File: config.mk
export PLATFORM = sky130hd
export DESIGN_NAME = mant_div_datapath
export DESIGN_NICKNAME = d
export VERILOG_FILES = /design/src/rtl/mant_div_datapath.sv
export SDC_FILE = /design/constraint.sdc
export NUM_CORES = 1
export LEC_CHECK = 0
export BUFFER_PORTS_ARGS = -buffer_cell sky130_fd_sc_hd__buf_4
export CAP_MARGIN = 20
export CORE_ASPECT_RATIO = 2
export CORE_UTILIZATION = 43
export CTS_CLUSTER_SIZE = 24
export DETAILED_ROUTE_END_ITERATION = 8
export GPL_TIMING_DRIVEN = 0
export PLACE_DENSITY = 0.72
export SYNTH_ARGS = -nofsm -noshare
export SYNTH_HDL_FRONTEND = slang
export SYNTH_SLANG_ARGS = --single-unit
File: constraint.sdc
create_clock -name in_Clk -period 5.1 [get_ports in_Clk]
set_clock_uncertainty 0.2 [all_clocks]
set_input_delay 0 -clock in_Clk [delete_from_list [all_inputs] [get_ports in_Clk]]
set_output_delay 0 -clock in_Clk [all_outputs]
set_load 0.03 [all_outputs]
File: src/rtl/mant_div_datapath.sv
// Restoring mantissa divider datapath: one quotient bit per step, 24 steps per divide.
// Produces a 24-bit quotient (1 integer + 23 fraction bits) plus a sticky bit for rounding.
module mant_div_datapath (
  input  logic        in_Clk,
  input  logic        in_Rst_N,
  input  logic        in_load,
  input  logic        in_shift_en,
  input  logic [23:0] in_mant_a,
  input  logic [23:0] in_mant_b,
  output logic [23:0] out_quotient,
  output logic        out_sticky,
  output logic        out_valid,
  output logic        out_done,
  output logic        out_busy,
  output logic        out_div_zero
);

  localparam int unsigned MANT_W = 24;
  localparam int unsigned REM_W  = 25;
  localparam int unsigned CNT_W  = 5;
  localparam logic [CNT_W-1:0] LAST_CNT = CNT_W'(MANT_W - 1);

  typedef enum logic [1:0] {
    S_IDLE = 2'd0,
    S_RUN  = 2'd1,
    S_DONE = 2'd2
  } state_e;

  state_e              state_q, state_d;
  logic [MANT_W-1:0]   quot_q, quot_d;
  logic [REM_W-1:0]    rem_q, rem_d;
  logic [REM_W-1:0]    div_q, div_d;
  logic [CNT_W-1:0]    count_q, count_d;
  logic                busy_q, busy_d;
  logic                done_q, done_d;
  logic                valid_q, valid_d;
  logic                dz_q, dz_d;
  logic                sticky_q, sticky_d;

  // Step operands: a load starts from the incoming operands instead of the registers.
  logic [REM_W-1:0]    rem_src;
  logic [REM_W-1:0]    div_src;
  logic [REM_W-1:0]    rem_sub;
  logic [REM_W-1:0]    rem_step;
  logic                q_bit;

  always_comb begin
    rem_src  = in_load ? {1'b0, in_mant_a} : rem_q;
    div_src  = in_load ? {1'b0, in_mant_b} : div_q;
    q_bit    = (rem_src >= div_src);
    rem_sub  = q_bit ? (rem_src - div_src) : rem_src;
    rem_step = REM_W'(rem_sub << 1);
  end

  // Next-state and register updates; every register holds unless a load or live shift fires.
  always_comb begin
    state_d = state_q;
    quot_d  = quot_q;
    rem_d   = rem_q;
    div_d   = div_q;
    count_d = count_q;
    dz_d    = dz_q;
    valid_d = 1'b0;

    if (in_load) begin
      state_d = S_RUN;
      rem_d   = rem_step;
      div_d   = div_src;
      quot_d  = {{(MANT_W-1){1'b0}}, q_bit};
      count_d = CNT_W'(1);
      dz_d    = (in_mant_b == '0);
    end else if (in_shift_en && (state_q == S_RUN)) begin
      rem_d   = rem_step;
      quot_d  = {quot_q[MANT_W-2:0], q_bit};
      count_d = CNT_W'(count_q + CNT_W'(1));
      if (count_q == LAST_CNT) begin
        state_d = S_DONE;
        valid_d = 1'b1;
      end
    end

    busy_d   = (state_d == S_RUN);
    done_d   = (state_d == S_DONE);
    sticky_d = (rem_d != '0) | dz_d;
  end

  always_ff @(posedge in_Clk) begin
    if (!in_Rst_N) begin
      state_q  <= S_IDLE;
      quot_q   <= '0;
      rem_q    <= '0;
      div_q    <= '0;
      count_q  <= '0;
      busy_q   <= 1'b0;
      done_q   <= 1'b0;
      valid_q  <= 1'b0;
      dz_q     <= 1'b0;
      sticky_q <= 1'b0;
    end else begin
      state_q  <= state_d;
      quot_q   <= quot_d;
      rem_q    <= rem_d;
      div_q    <= div_d;
      count_q  <= count_d;
      busy_q   <= busy_d;
      done_q   <= done_d;
      valid_q  <= valid_d;
      dz_q     <= dz_d;
      sticky_q <= sticky_d;
    end
  end

  assign out_quotient = quot_q;
  assign out_sticky   = sticky_q;
  assign out_valid    = valid_q;
  assign out_done     = done_q;
  assign out_busy     = busy_q;
  assign out_div_zero = dz_q;

endmodule

==> flow_summary.yaml, run 1 <==
global_route:
  gr-total-overflow: 0
  track_usage_pct: 28.2
  grt_antenna_before_repair: 0
  grt_pass1_wl_um: 25500
  grt_pass1_vias: 5058
  grt_max_degree: 16
cells_and_area:
  synthToLayoutAreaGrowth_pct: 27.1
  layout-drive-gt1-share_pct: 20.5
  stdcell_count: 865
  finish.utilization_pct: 56.4
  fillerInstances: 1083
  diodes: 0
  nNetsFinal: 797
worst_setup_path:
  crit_fanout: 10
  path_cells: "clkbuf_2, buf_2, buf_2, buf_2, mux2i_1, ha_1, a21o_1, a21o_1, a21oi_1, nor2_1, or3_1, buf_2, clkbuf_1, o21ai_0, a21oi_1, nor4_1, nand4_1, nor2_1, a31oi_1"
  worstPathArrival_ps: 4920
  startpoint_type: "input pin"
  cp.required_ps: 5100
  timing_worst_setup_path_type: "in -> reg"
  critPathCaptureType: "flip-flop"
  cpMostUsedCell: "buf_2"
  slowest_stage: "nor4_1"
  max_stage_delay_ps: 390
floorplanning:
  die_x_um: 78.5
  core_area_mm2: 0.0114
  die-area_mm2: 0.0122
  row_count: 55
  dieHeight_um: 155
  start_util_pct: 44.4
  io_pins: 81
routing:
  first_pass_iters: 5
  wl_um: 16700
  drt_iter0_markers: 288
  wire_per_inst_um: 19.3
  drtAntennaViolNets: 0
  via_per_inst: 5.84
  vias: 5052
  drcViolationCount: 0
sta:
  max_freq_ghz: 0.203
  worst_slew_margin_rel_pct: 51.5
  period_needed_ps: 4930
  setup_viol: 0
  slew_viol_final: 0
  whs_ps: 28.9
  min_period_over_period_pct: 96.6
  hold_violations: 0
  setup_ws_ps: 172
  rsz0062_at_grt: "false"
  max_slew.worst_pin.slew_ps: 728
  setup_tns_ps: 0
synthesis:
  synth_area_leaders: "dfxtp_1, ha_1, a21oi_1"
  synth_edf_count: 0
  synth_fp_nets: 682
  synthTopCellsByCount: "dfxtp_1, nand2_1, a21oi_1"
  yosysTopAreaCell: "dfxtp_1"
  ys_warn_count: 0
  async_flop_share_pct: 0
  synth_area_mm2: 0.00504
  yosysMostFrequentCell: "dfxtp_1"
  netlist_instances: 603
  ys.flop_type: "dfxtp_1"
  synth_seq_area_share_pct: 34.2
  postSynthAreaPerCell_um2: 8.35
  synth_top_cell_area_share_pct: 34.2
  synth_seq_cells: 86
  synth_cell_types: 61
power_and_ir_drop:
  power.density_mw_per_mm2: 367
  p_leak_nw: 2.70
  ir_worst_vdd_mv: 0.200
place:
  hpwlAfterDp_um: 13000
  gp_congestion: 0.969
  place_inst: 824
  place_worst_setup_slack_ps: -1270
  io_buffers: 79
clock_tree:
  clkTransAtPathRegs_ps: 60
  cts_buffer_depth: 2
  clock-sinks: 86
  cts_tree: "done"
  clock_latency_ps: 340
  root_buffer: "clkbuf_16"
  post-cts-setup-buffers: 0
  cts_made_buffers: 9
  htree_levels: 3
job:
  maxCapViolations: 0
worst_hold_path:
  hp-class: "in -> reg"
run_status:
  status: "completed"
-- kinds of logic (layout without fill, tap and decap cells) --
logic type / count (synthesis) / in the layout / share of synthesized area (%)
simple gates: 227 / 227 / 22.1
compound gates: 148 / 148 / 19.0
flops: 86 / 86 / 34.2
mux: 50 / 50 / 10.4
buf+inv: 43 / 163 / 3.65
fa+ha+maj: 27 / 27 / 6.86
xor+xnor: 22 / 22 / 3.83
-- area by class of cell --
class	count	area (µm²)	share of cell area, %
flip-flops and latches	86	1720	26.9
repair buffers	104	843	13.2
plain buffers	34	156	2.44
clock buffers	10	239	3.73
inverters	9	33.8	0.528
multi-input cells	474	3140	49.0
clock inverters	6	93.8	1.47
well taps	142	178	2.77
-- power by group --
part / internal (mW) / total, mW / switching, mW
registers: 0.724 / 0.747 / 0.0237
clock network: 0.446 / 0.727 / 0.281
logic: 0.346 / 0.878 / 0.532
-- metrics by stage --
step	area (µm²)	power, mW
final	6400	2.35
after CTS	6400	2.33
after detailed placement	5810	1.59
after floorplan	5040	1.35
after global placement	5810	1.58
after global routing	6400	2.45
-- path summary, 6_finish.rpt --
check | slack, ps | to | startpoint | cells past startpoint
worst max-delay path | 170 | out_sticky$_SDFF_PN0_ | in_load | 19
worst min-delay path | 30 | rem_q[18]$_SDFF_PN0_ | in_mant_a[17] | 4
worst max register to register | 890 | out_sticky$_SDFF_PN0_ | rem_q[0]$_SDFF_PN0_ | 15
worst min register to register | 260 | out_quotient[23]$_SDFFE_PP0P_ | out_quotient[23]$_SDFFE_PP0P_ | 2
-- flip-flops by register name (all words and copies together), names as in the netlist --
signal        flops
out_quotient     24
count_q           5
rem_q            25
out_valid         1
div_q            25
state_q           2
out_sticky        1
out_div_zero      1
out_busy          1
out_done          1
-- layer usage --
layer | GRT usage (%) | part of all wire [%] | up-vias
met5 | 0 | 0 | -
met1 | 24.7 | 33 | 2351
met3 | 3.46 | 4.2 | 84
met2 | 52.9 | 53 | 219
li1 | - | - | 2398
met4 | 26.9 | 10 | 0
-- cells in the final DEF, fill, tap and decap left out, types with 19 or more instances in the layout --
cell type,count
ha_1,26
buf_4,79
and2_1,19
dlygate4sd3_1,25
mux2i_1,31
mux2_2,19
a21oi_1,64
nor2_1,61
clkbuf_1,19
dfxtp_1,86
nand2_1,71
-- timing repair --
action | CTS | global route
gates resized for setup | 6 | 2
hold endpoints to repair | 29 | 0
hold buffers | 25 | 0
endpoints found under the setup margin | 18 | 1
-- critical path: cells and delay by family --
family | cells | cell delay (ps)
muxes | 1 | 360
AOI/OAI and AO/OA | 6 | 1160
adders and majority gates | 1 | 340
buffers and inverters | 6 | 1720
and+or+nand+nor | 5 | 1310
Note: power is estimated with default switching activity, not from simulation.
==> run 2, diff against run 1 <==
Settings changed: ABC_AREA set to 1, CTS_CLUSTER_SIZE 24 to 16.
==> run 2 against run 1 <==
Compared with the run above:
- first-iteration DRC count grew 13%
- sequential share of layout area is 1.8 points lower
- cell area up 7.4%
- sequential power is 1% lower
- synthesized cell count grew 51%
- core utilization shrank 1.9 points
- global-route usage is 2.0 points higher
- final cell count increased by 36%
- critical path depth grew 6
- die area grew 10%
- largest power group unchanged
==> flow_summary.yaml, run 2 <==
run_status:
  status: "completed"
worst_setup_path:
  startpoint_type: "input pin"
  cp.required_ps: 5100
  timing_worst_setup_path_type: "in -> reg"
  crit_fanout: 10
  worstPathArrival_ps: 4660
  r2r_setup_slack_ps: 1330
  critPathCaptureType: "flip-flop"
power_and_ir_drop:
  p_leak_nw: 3.57
  power.density_mw_per_mm2: 328
  ir_worst_vdd_mv: 0.289
  switching_share_pct: 38.3
  pwr-share-comb_pct: 37.2
  clockPowerShare_pct: 30.0
  p_int_mw: 1.39
  p_switching_mw: 0.862
  p_total_mw: 2.25
  pwr-share-seq_pct: 32.8
floorplanning:
  start_util_pct: 44.1
  die_x_um: 82.4
  dieHeight_um: 163
  row_count: 58
  die-area_mm2: 0.0134
  core_area_mm2: 0.0126
  io_pins: 81
cells_and_area:
  diodes: 0
  synthToLayoutAreaGrowth_pct: 23.6
  post-route-cell-area_mm2: 0.00688
  layout-drive-gt1-share_pct: 12.0
  nNetsFinal: 1100
  final_common_cell: "nand2_1"
  stdcell_count: 1176
  final_cell_mix: "nand2_1, nor2_1, inv_1"
synthesis:
  ys.flop_type: "dfxtp_1"
  ys_warn_count: 0
  async_flop_share_pct: 0
  postSynthAreaPerCell_um2: 6.13
  yosysTopAreaCell: "dfxtp_1"
  yosysMostFrequentCell: "nand2_1"
  synth_top_cell_area_share_pct: 30.9
  synthTopCellsByCount: "nand2_1, nor2_1, inv_1"
  synth_area_leaders: "dfxtp_1, nand2_1, nor2_1"
  synth_seq_cells: 86
  synth_area_mm2: 0.00556
  synth_seq_area_share_pct: 30.9
  synth_edf_count: 0
  synth_cell_types: 31
  netlist_instances: 908
  synth_fp_nets: 987
global_route:
  grt_pass1_vias: 5972
  grt_antenna_before_repair: 0
  gr-total-overflow: 0
  grt_pass1_wl_um: 29100
  track_usage_pct: 30.2
  grt_max_degree: 16
clock_tree:
  htree_levels: 3
  clock_latency_ps: 350
  cts_tree: "done"
  root_buffer: "clkbuf_16"
  clock-sinks: 86
  cts_made_buffers: 9
  cts_buffer_depth: 2
  clkTransAtPathRegs_ps: 60
  post-cts-setup-buffers: 0
sta:
  setup_viol: 0
  rsz0062_at_grt: "false"
  max_slew.worst_pin.slew_ps: 869
  slew_viol_final: 0
  period_needed_ps: 4660
  max_freq_ghz: 0.215
  setup_tns_ps: 0
  min_period_over_period_pct: 91.3
  worst_slew_margin_rel_pct: 41.4
  hold_violations: 0
routing:
  first_pass_iters: 5
  vias: 6124
  via_per_inst: 5.21
  drcViolationCount: 0
  wl_um: 19000
  wire_per_inst_um: 16.1
  drt_iter0_markers: 324
  drtAntennaViolNets: 0
job:
  maxCapViolations: 0
place:
  gp_congestion: 1.00
  hpwlAfterDp_um: 15000
  dpl_cell_area_mm2: 0.00634
  io_buffers: 79
  place_inst: 1137
worst_hold_path:
  hp-class: "in -> reg"
==> run 2: changes by cell type after synthesis, moves of 16 or more <==
cell | previous run | this run
mux2i_1 | 31 | 12
a21oi_1 | 64 | 31
nor2_1 | 61 | 136
nand3_1 | 11 | 49
nand4_1 | 9 | 25
o21ai_0 | 12 | 61
a31oi_1 | 18 | 0
nand2_1 | 71 | 277
mux2_2 | 19 | 0
inv_1 | 8 | 119
and2_1 | 19 | 0
==> run 2: per-layer routing <==
metal	global-route usage, %	routed length [µm]	vias up
met5	0	0	-
met4	28.7	1910	0
met3	4.71	621	77
met2	56.5	10400	179
met1	24.9	6080	2780
li1	-	-	3088
==> run 2: timing repair <==
item                                    in CTS  in global routing
endpoints found under the setup margin       0                  2
hold buffers                                23                  0
resized for setup                            0                  1
hold endpoints to repair                    24                  0
==> run 2: final timing paths <==
| kind | startpoint | cells past startpoint | to |
|---|---|---|---|
| worst min register to register | div_q[24]$_SDFFE_PN0P_ | 2 | div_q[24]$_SDFFE_PN0P_ |
| worst min-delay path | in_shift_en | 5 | count_q[2]$_SDFFE_PP0P_ |
| worst max-delay path | in_load | 25 | out_sticky$_SDFF_PN0_ |
| worst max register to register | rem_q[22]$_SDFF_PN0_ | 20 | out_sticky$_SDFF_PN0_ |
==> run 2: layout make-up <==
class / count / area [µm²]
fill: 1319 / 5750
multi-input combinational: 667 / 3240
sequential: 86 / 1720
timing repair buffer: 102 / 823
inverter: 123 / 462
clock buffer: 10 / 229
tap: 150 / 188
buffer: 32 / 144
clock inverter: 6 / 70.1
==> run 2: logic make-up (layout without fill, tap and decap cells) <==
group	after synthesis	count (layout)	share of synthesized area, %
XOR/XNOR	10	10	1.57
AND/OR/NAND/NOR	520	520	39.0
adder cells (fa/ha/maj)	27	27	6.21
flip-flops	86	86	30.9
multiplexers	12	12	2.16
buffers and inverters	155	273	10.9
AO/OA/AOI/OAI	98	98	9.24
==> run 2: stage by stage <==
step                utilization, %  hold slack (ps)  setup slack, ps
global route                  54.4             21.3             56.7
global placement              50.2              112              554
finish                        54.4             21.5              444
detailed placement            50.2              118              539
floorplan                        -            -28.9             1740
CTS                           54.4             11.6              363
==> run 2: worst max-delay path, stage by stage <==
cell and delay (ps):
dlygate4sd3_1 530, buf_2 200, clkbuf_1 440, clkbuf_2 370, clkbuf_1 460, nand2_1 140
o21ai_0 230, ha_1 380, nand2_1 140, inv_1 50, nand2_1 60, nand2_1 70
nand2_1 70, nand2_1 90, a21oi_4 290, nand3_4 180, buf_6 190, nand3_1 130
nand3_1 110, nand2_1 110, nand2_1 100, nor2_1 100, nand2_1 60, nor2_1 80
a21oi_1 70
==> run 2: power groups by stage <==
stage	logic, mW	clock network [mW]	registers (mW)
2_1_floorplan	0.554	0	0.763
3_3_place_gp	0.800	0	0.752
3_5_place_dp	0.805	0	0.754
4_1_cts	0.824	0.679	0.738
5_1_grt	0.931	0.707	0.743
6_report	0.839	0.676	0.739
